[config.mk]
export PLATFORM = sky130hd
export DESIGN_NAME = control_sequencer
export DESIGN_NICKNAME = d
export VERILOG_FILES = /design/src/rtl/control_sequencer.sv
export SDC_FILE = /design/constraint.sdc
export NUM_CORES = 1
export LEC_CHECK = 0
export ABC_AREA = 1
export ABC_CLOCK_PERIOD_IN_PS = 1600
export CAP_MARGIN = 25
export CORE_MARGIN = 1.5
export CORE_UTILIZATION = 30
export DETAILED_ROUTE_END_ITERATION = 16
export SLEW_MARGIN = 30
export SYNTH_ARGS = -nofsm -noshare
export SYNTH_HDL_FRONTEND = slang
export SYNTH_SLANG_ARGS = --single-unit
[constraint.sdc]
create_clock -name clock -period 1.6 [get_ports clock]
set_input_delay 0.32 -clock clock [delete_from_list [all_inputs] [get_ports clock]]
set_output_delay 0.32 -clock clock [all_outputs]
set_load 0.05 [all_outputs]
[src/rtl/control_sequencer.sv]
// Hardwired Moore control unit: walks the datapath through fetch (T0-T2) and
// opcode-specific execute steps (T3-T7), with memory handshake waits and timeout.
module control_sequencer #(
  parameter int OPW      = 5,
  parameter int MAX_WAIT = 15
) (
  input  logic           clock,
  input  logic           clear,
  input  logic [OPW-1:0] ir_op,
  input  logic           con_ff,
  input  logic           mem_ready,
  input  logic           stop,
  output logic           PCout,
  output logic           IncPC,
  output logic           PCin,
  output logic           MARin,
  output logic           MDRin,
  output logic           MDRout,
  output logic           Read,
  output logic           Write,
  output logic           IRin,
  output logic           Gra,
  output logic           Grb,
  output logic           Grc,
  output logic           Rin,
  output logic           Rout,
  output logic           BAout,
  output logic           RCout,
  output logic           Yin,
  output logic           ZLowIn,
  output logic           ZLowOut,
  output logic           CONin,
  output logic           InPortout,
  output logic           OutPortIn,
  output logic [3:0]     alu_op,
  output logic           run,
  output logic           err_illegal,
  output logic           err_timeout,
  output logic [3:0]     step
);
  localparam int CW = $clog2(MAX_WAIT + 1);

  localparam logic [OPW-1:0] OP_LD   = OPW'(0),  OP_LDI  = OPW'(1),  OP_ST   = OPW'(2);
  localparam logic [OPW-1:0] OP_ADD  = OPW'(3),  OP_SUB  = OPW'(4),  OP_AND  = OPW'(5);
  localparam logic [OPW-1:0] OP_OR   = OPW'(6),  OP_ADDI = OPW'(7),  OP_ANDI = OPW'(8);
  localparam logic [OPW-1:0] OP_ORI  = OPW'(9),  OP_BR   = OPW'(10), OP_JR   = OPW'(11);
  localparam logic [OPW-1:0] OP_IN   = OPW'(12), OP_OUT  = OPW'(13), OP_HALT = OPW'(15);

  // Step encoding doubles as the debug value; PAUSE reports as F like IDLE.
  typedef enum logic [3:0] {
    S_T0 = 4'h0, S_T1 = 4'h1, S_T2 = 4'h2, S_T3 = 4'h3,
    S_T4 = 4'h4, S_T5 = 4'h5, S_T6 = 4'h6, S_T7 = 4'h7,
    S_PAUSE = 4'hD, S_HALT = 4'hE, S_IDLE = 4'hF
  } state_t;

  state_t        state_reg, state_next, entry_state;
  logic [CW-1:0] wait_cnt_reg;
  logic          op_alu, op_imm, op_addr, legal, is_wait, timeout_hit;

  assign op_alu  = ir_op inside {OP_ADD, OP_SUB, OP_AND, OP_OR};
  assign op_imm  = ir_op inside {OP_ADDI, OP_ANDI, OP_ORI};
  assign op_addr = ir_op inside {OP_LDI, OP_LD, OP_ST};
  assign legal   = (ir_op <= OP_HALT);

  assign entry_state = stop ? S_PAUSE : S_T0;
  assign is_wait     = (state_reg == S_T1) ||
                       (state_reg == S_T6 && ir_op == OP_LD) ||
                       (state_reg == S_T7 && ir_op == OP_ST);
  // A mem_ready on the final allowed cycle still completes the step.
  assign timeout_hit = is_wait && !mem_ready && (wait_cnt_reg == CW'(MAX_WAIT - 1));

  always_ff @(posedge clock or negedge clear) begin
    if (!clear) begin
      state_reg    <= S_IDLE;
      wait_cnt_reg <= '0;
      err_timeout  <= 1'b0;
    end else begin
      state_reg <= state_next;
      if (is_wait && !mem_ready && !timeout_hit) wait_cnt_reg <= wait_cnt_reg + 1'b1;
      else                                       wait_cnt_reg <= '0;
      if (timeout_hit) err_timeout <= 1'b1;
    end
  end

  always_comb begin
    state_next = state_reg;
    case (state_reg)
      S_IDLE:  state_next = entry_state;
      S_PAUSE: if (!stop) state_next = S_T0;
      S_T0:    state_next = S_T1;
      S_T1:    if (mem_ready) state_next = S_T2;
      S_T2:    state_next = S_T3;
      S_T3: begin
        if (ir_op == OP_HALT)                              state_next = S_HALT;
        else if (op_alu || op_imm || op_addr || ir_op == OP_BR) state_next = S_T4;
        else                                               state_next = entry_state;
      end
      S_T4:    state_next = S_T5;
      S_T5:    state_next = (ir_op inside {OP_LD, OP_ST, OP_BR}) ? S_T6 : entry_state;
      S_T6: begin
        if (ir_op == OP_LD)      state_next = mem_ready ? S_T7 : S_T6;
        else if (ir_op == OP_ST) state_next = S_T7;
        else                     state_next = entry_state;
      end
      S_T7:    state_next = (ir_op == OP_ST && !mem_ready) ? S_T7 : entry_state;
      S_HALT:  state_next = S_HALT;
      default: state_next = S_IDLE;
    endcase
    if (timeout_hit) state_next = S_HALT;
  end

  always_comb begin
    {PCout, IncPC, PCin, MARin, MDRin, MDRout, Read, Write, IRin} = '0;
    {Gra, Grb, Grc, Rin, Rout, BAout, RCout, Yin, ZLowIn, ZLowOut, CONin} = '0;
    {InPortout, OutPortIn, err_illegal} = '0;
    alu_op = 4'b0000;
    run    = !(state_reg == S_HALT || state_reg == S_PAUSE);
    step   = (state_reg == S_PAUSE) ? 4'hF : state_reg;
    case (state_reg)
      S_T0: {PCout, MARin, IncPC, PCin} = 4'b1111;
      S_T1: {Read, MDRin} = 2'b11;
      S_T2: {MDRout, IRin} = 2'b11;
      S_T3: begin
        if (op_alu || op_imm)    {Grb, Rout, Yin} = 3'b111;
        else if (op_addr)        {Grb, BAout, Yin} = 3'b111;
        else if (ir_op == OP_BR) {Gra, Rout, CONin} = 3'b111;
        else if (ir_op == OP_JR) {Gra, Rout, PCin} = 3'b111;
        else if (ir_op == OP_IN) {InPortout, Gra, Rin} = 3'b111;
        else if (ir_op == OP_OUT) {Gra, Rout, OutPortIn} = 3'b111;
        err_illegal = !legal;
      end
      S_T4: begin
        if (op_alu)              {Grc, Rout, ZLowIn} = 3'b111;
        else if (op_imm || op_addr) {RCout, ZLowIn} = 2'b11;
        else if (ir_op == OP_BR) {PCout, Yin} = 2'b11;
        if (op_alu || op_imm) begin
          case (ir_op)
            OP_SUB:          alu_op = 4'b0001;
            OP_AND, OP_ANDI: alu_op = 4'b0010;
            OP_OR, OP_ORI:   alu_op = 4'b0011;
            default:         alu_op = 4'b0000;
          endcase
        end
      end
      S_T5: begin
        if (op_alu || op_imm || ir_op == OP_LDI) {ZLowOut, Gra, Rin} = 3'b111;
        else if (ir_op inside {OP_LD, OP_ST})    {ZLowOut, MARin} = 2'b11;
        else if (ir_op == OP_BR)                 {RCout, ZLowIn} = 2'b11;
      end
      S_T6: begin
        if (ir_op == OP_LD)      {Read, MDRin} = 2'b11;
        else if (ir_op == OP_ST) {Gra, Rout, MDRin} = 3'b111;
        else if (ir_op == OP_BR && con_ff) {ZLowOut, PCin} = 2'b11;
      end
      S_T7: begin
        if (ir_op == OP_LD)      {MDRout, Gra, Rin} = 3'b111;
        else if (ir_op == OP_ST) Write = 1'b1;
      end
      default: ;
    endcase
  end
endmodule
==> summary.json <==
{
  "outcome": "complete, but fails checks",
  "violated_checks": "negative setup slack",
  "worst_setup_path_end_kind": "output pin",
  "final.period_utilization_pct": 122,
  "share_of_total_power_in_combinational_logic_pct": 84.2,
  "core-area_mm2": 0.00374,
  "sequential_power_share_pct": 9.8,
  "critPathArrivalTime_ns": 1.63,
  "drcViolationCount": 0,
  "timing.final.ws_setup_ns": -0.346,
  "most_numerous_cell_on_the_critical_path": "sky130_fd_sc_hd__nand2_2",
  "synthMostInstantiatedCell": "sky130_fd_sc_hd__nand2_1",
  "wl_met1_um": 2070,
  "netsw_mw": 2.21,
  "io_pins": 43,
  "utilization_pct": 79.6,
  "timing.setup.critical_path_class": "reg2out",
  "die_height_um": 66.0,
  "timing.final.setup_violations": 35,
  "drt_pass1_iterations": 4,
  "met3WireLength_um": 204,
  "nets": 329,
  "placement.io_buffers": 40,
  "stdcell_count": 364,
  "cp-start-kind": "flip-flop",
  "power.share.clock_pct": 6.0,
  "cts_root_buffer": "sky130_fd_sc_hd__clkbuf_8",
  "netlist_instances": 208,
  "wire_per_inst_um": 13.6,
  "worst_ep_required_time_ns": 1.28,
  "grt_pass1_wl_um": 7300,
  "worstHoldPathType": "in2async",
  "worst_clock_skew_ns": 0.00137,
  "floorplan.die_area_mm2": 0.00436,
  "area_growth_syn_to_layout_pct": 150,
  "n_antenna_cell": 0,
  "slew_viol_final": 0,
  "fmax_mhz": 514,
  "maxCapViolations": 0,
  "cts.path.max_buffers": 2,
  "power.density_cell_area_mw_per_mm2": 1480,
  "synth-seq-area-share_pct": 19.3,
  "chipWidth_um": 66.0,
  "setup.reg_to_reg.worst_slack_ns": -0.20,
  "effective_utilization_at_floorplan_pct": 31.8,
  "worst_ir_drop_vdd_mv": 1.05,
  "htree_num_levels": 1,
  "synth-warning-count": 0,
  "vias": 1729,
  "worstPathCellList": "nand2_4 -> buf_4 -> nor2_4 -> nand2_2 -> nand2_2 -> buf_12",
  "rows": 22,
  "fillerInstances": 235,
  "worst_path_max_delay_cell": "sky130_fd_sc_hd__dfstp_2",
  "cts_tree": "done",
  "numPlacedInstances": 342,
  "first_global_vias": 1657,
  "hpwl_um": 3290,
  "final_layout_size_suffix_gt1_share_pct": 69.0,
  "synthesis.area_mm2": 0.00119,
  "clock_sink_count": 9,
  "internal_power_mw": 2.19,
  "synth_top_area_share_pct": 14.2,
  "highest-signal-layer": "met4",
  "worstReg2RegStart": "state_reg[0]",
  "synth.top_cells.by_count": "sky130_fd_sc_hd__nand2_1, sky130_fd_sc_hd__nor2_1, sky130_fd_sc_hd__inv_1",
  "hold_vio_cnt_final": 0,
  "asyncSetResetFlopFracSynth_pct": 100,
  "globalRouteOverflowTotal": 0,
  "path_buf_inv": 2,
  "synth_edf_count": 0,
  "routabilityCongestion": 0.845,
  "worstRegToRegCells": 12,
  "cts.reportedPaths.clkPinSlew_ns": 0.04,
  "timing.rr.end": "state_reg[2]",
  "worst-path-max-fanout": 4,
  "p_sw_share_pct": 50.3,
  "synth.avg_cell_area_um2": 5.73,
  "synth_largest_area_cell": "sky130_fd_sc_hd__nand2_1",
  "crit_family": "flip-flops",
  "synth_top_flop_cell": "sky130_fd_sc_hd__dfrtp_1",
  "detailroute.wirelength.met2_um": 2650,
  "cts_hold_buf": 0,
  "power_leakage_nw": 1.41,
  "ys_seq_elements": 9,
  "drt.antenna.violating_nets": 0,
  "post-route-min-period_ns": 1.95,
  "totalNegativeSetupSlack_ns": -7.54,
  "grt_util_all_layers_pct": 21.3,
  "antenna_found_initial": 0,
  "routed_wl_um": 4940,
  "clkLatencyLatePin_ns": 0.23,
  "tritoncts.num_buffers": 3,
  "synth_cell_type_count": 30,
  "rsz0062_at_grt": "true",
  "crit_path_max_incr_delay_ns": 0.56,
  "pin_count_of_the_biggest_net_entering_global_routing": 10,
  "synth.top_cells.by_area": "sky130_fd_sc_hd__nand2_1, sky130_fd_sc_hd__nor2_1, sky130_fd_sc_hd__dfrtp_1",
  "drt-vias-per-instance": 4.75,
  "number_of_drc_violations_after_detailed_routing_iteration_0": 53
}
[cell usage in the layout (no fill, tap or decap), types with 7 or more instances in the layout]
cell	Yosys	layout
sky130_fd_sc_hd__buf_12	0	29
sky130_fd_sc_hd__buf_4	2	56
sky130_fd_sc_hd__nor2_1	44	14
sky130_fd_sc_hd__buf_6	0	14
sky130_fd_sc_hd__nand3_1	15	10
sky130_fd_sc_hd__nor2_2	1	14
sky130_fd_sc_hd__inv_4	0	8
sky130_fd_sc_hd__nand2_1	45	29
sky130_fd_sc_hd__o21ai_4	0	7
sky130_fd_sc_hd__nand2_2	6	15
sky130_fd_sc_hd__inv_2	6	12
sky130_fd_sc_hd__inv_1	26	13
sky130_fd_sc_hd__nand2_4	1	7
sky130_fd_sc_hd__nor2_4	4	21
[through the flow]
step	instance area, µm²	setup WS [ns]	total power, mW	hold WS [ns]
2_1_floorplan	1410	-0.176	2.04	0.0244
3_3_place_gp	2490	-0.646	3.27	0.457
3_5_place_dp	2490	-0.668	3.29	0.463
4_1_cts	2790	-0.301	3.98	0.374
5_1_grt	2980	-0.380	4.65	0.392
6_report	2980	-0.346	4.40	0.371
[worst reg2reg max path: stages, from the launching register on]
cell and delay, ns:
sky130_fd_sc_hd__dfstp_2 0.61, sky130_fd_sc_hd__inv_4 0.07, sky130_fd_sc_hd__nand2_4 0.08, sky130_fd_sc_hd__buf_4 0.12
sky130_fd_sc_hd__nor2_2 0.04, sky130_fd_sc_hd__buf_4 0.13, sky130_fd_sc_hd__buf_4 0.14, sky130_fd_sc_hd__nor2_2 0.09
sky130_fd_sc_hd__o21ai_1 0.06, sky130_fd_sc_hd__nor2_1 0.09, sky130_fd_sc_hd__nand3_1 0.09, sky130_fd_sc_hd__nor2_2 0.13
sky130_fd_sc_hd__nand3_2 0.07
[worst max-delay path by stage]
stage | from | to | slack [ns] | cells past startpoint
after CTS | state_reg[1] | MDRin | -0.30 | 6
after global routing | state_reg[2] | ZLowIn | -0.38 | 6
after global placement | ir_op[2] | Gra | -0.65 | 9
after detailed placement | ir_op[2] | Gra | -0.67 | 9
after floorplan | state_reg[0] | PCin | -0.18 | 5
final | state_reg[2] | RCout | -0.35 | 6
[power by group through the flow]
stage               Sequential, mW  Clock (mW)  Combinational (mW)
floorplan                    0.410           0                1.63
global placement             0.394           0                2.88
detailed placement           0.397           0                2.89
CTS                          0.406       0.275                3.30
global route                 0.438       0.287                3.93
finish                       0.431       0.265                3.70
[what timing repair did]
item	in CTS	in global routing
endpoints found under the setup margin	36	36
pin swaps	20	29
resized for setup	70	49
buffers inserted	13	7
[layout make-up]
| type | instances | area, µm² | area share (%) |
|---|---|---|---|
| flip-flops and latches | 9 | 230 | 7.72 |
| inverters | 33 | 144 | 4.83 |
| well taps | 48 | 60.1 | 2.01 |
| multi-input cells | 160 | 1250 | 41.9 |
| repair buffers | 110 | 1250 | 42.0 |
| clock buffers | 4 | 45.0 | 1.51 |
[logic make-up after synthesis]
family	after synthesis	synth area share [%]
buf+inv	40	13.5
xor+xnor	2	1.47
simple gates	130	52.5
flops	9	19.3
compound gates	24	10.7
other cells	1	0.315
fa+ha+maj	2	2.10
[layer usage]
layer / GRT usage [%] / vias to the layer above
met5: 0 / -
met4: 3.06 / 0
met3: 3.41 / 2
met2: 37.1 / 51
met1: 28.3 / 804
li1: - / 872
Power figures use the tool's default switching activity.
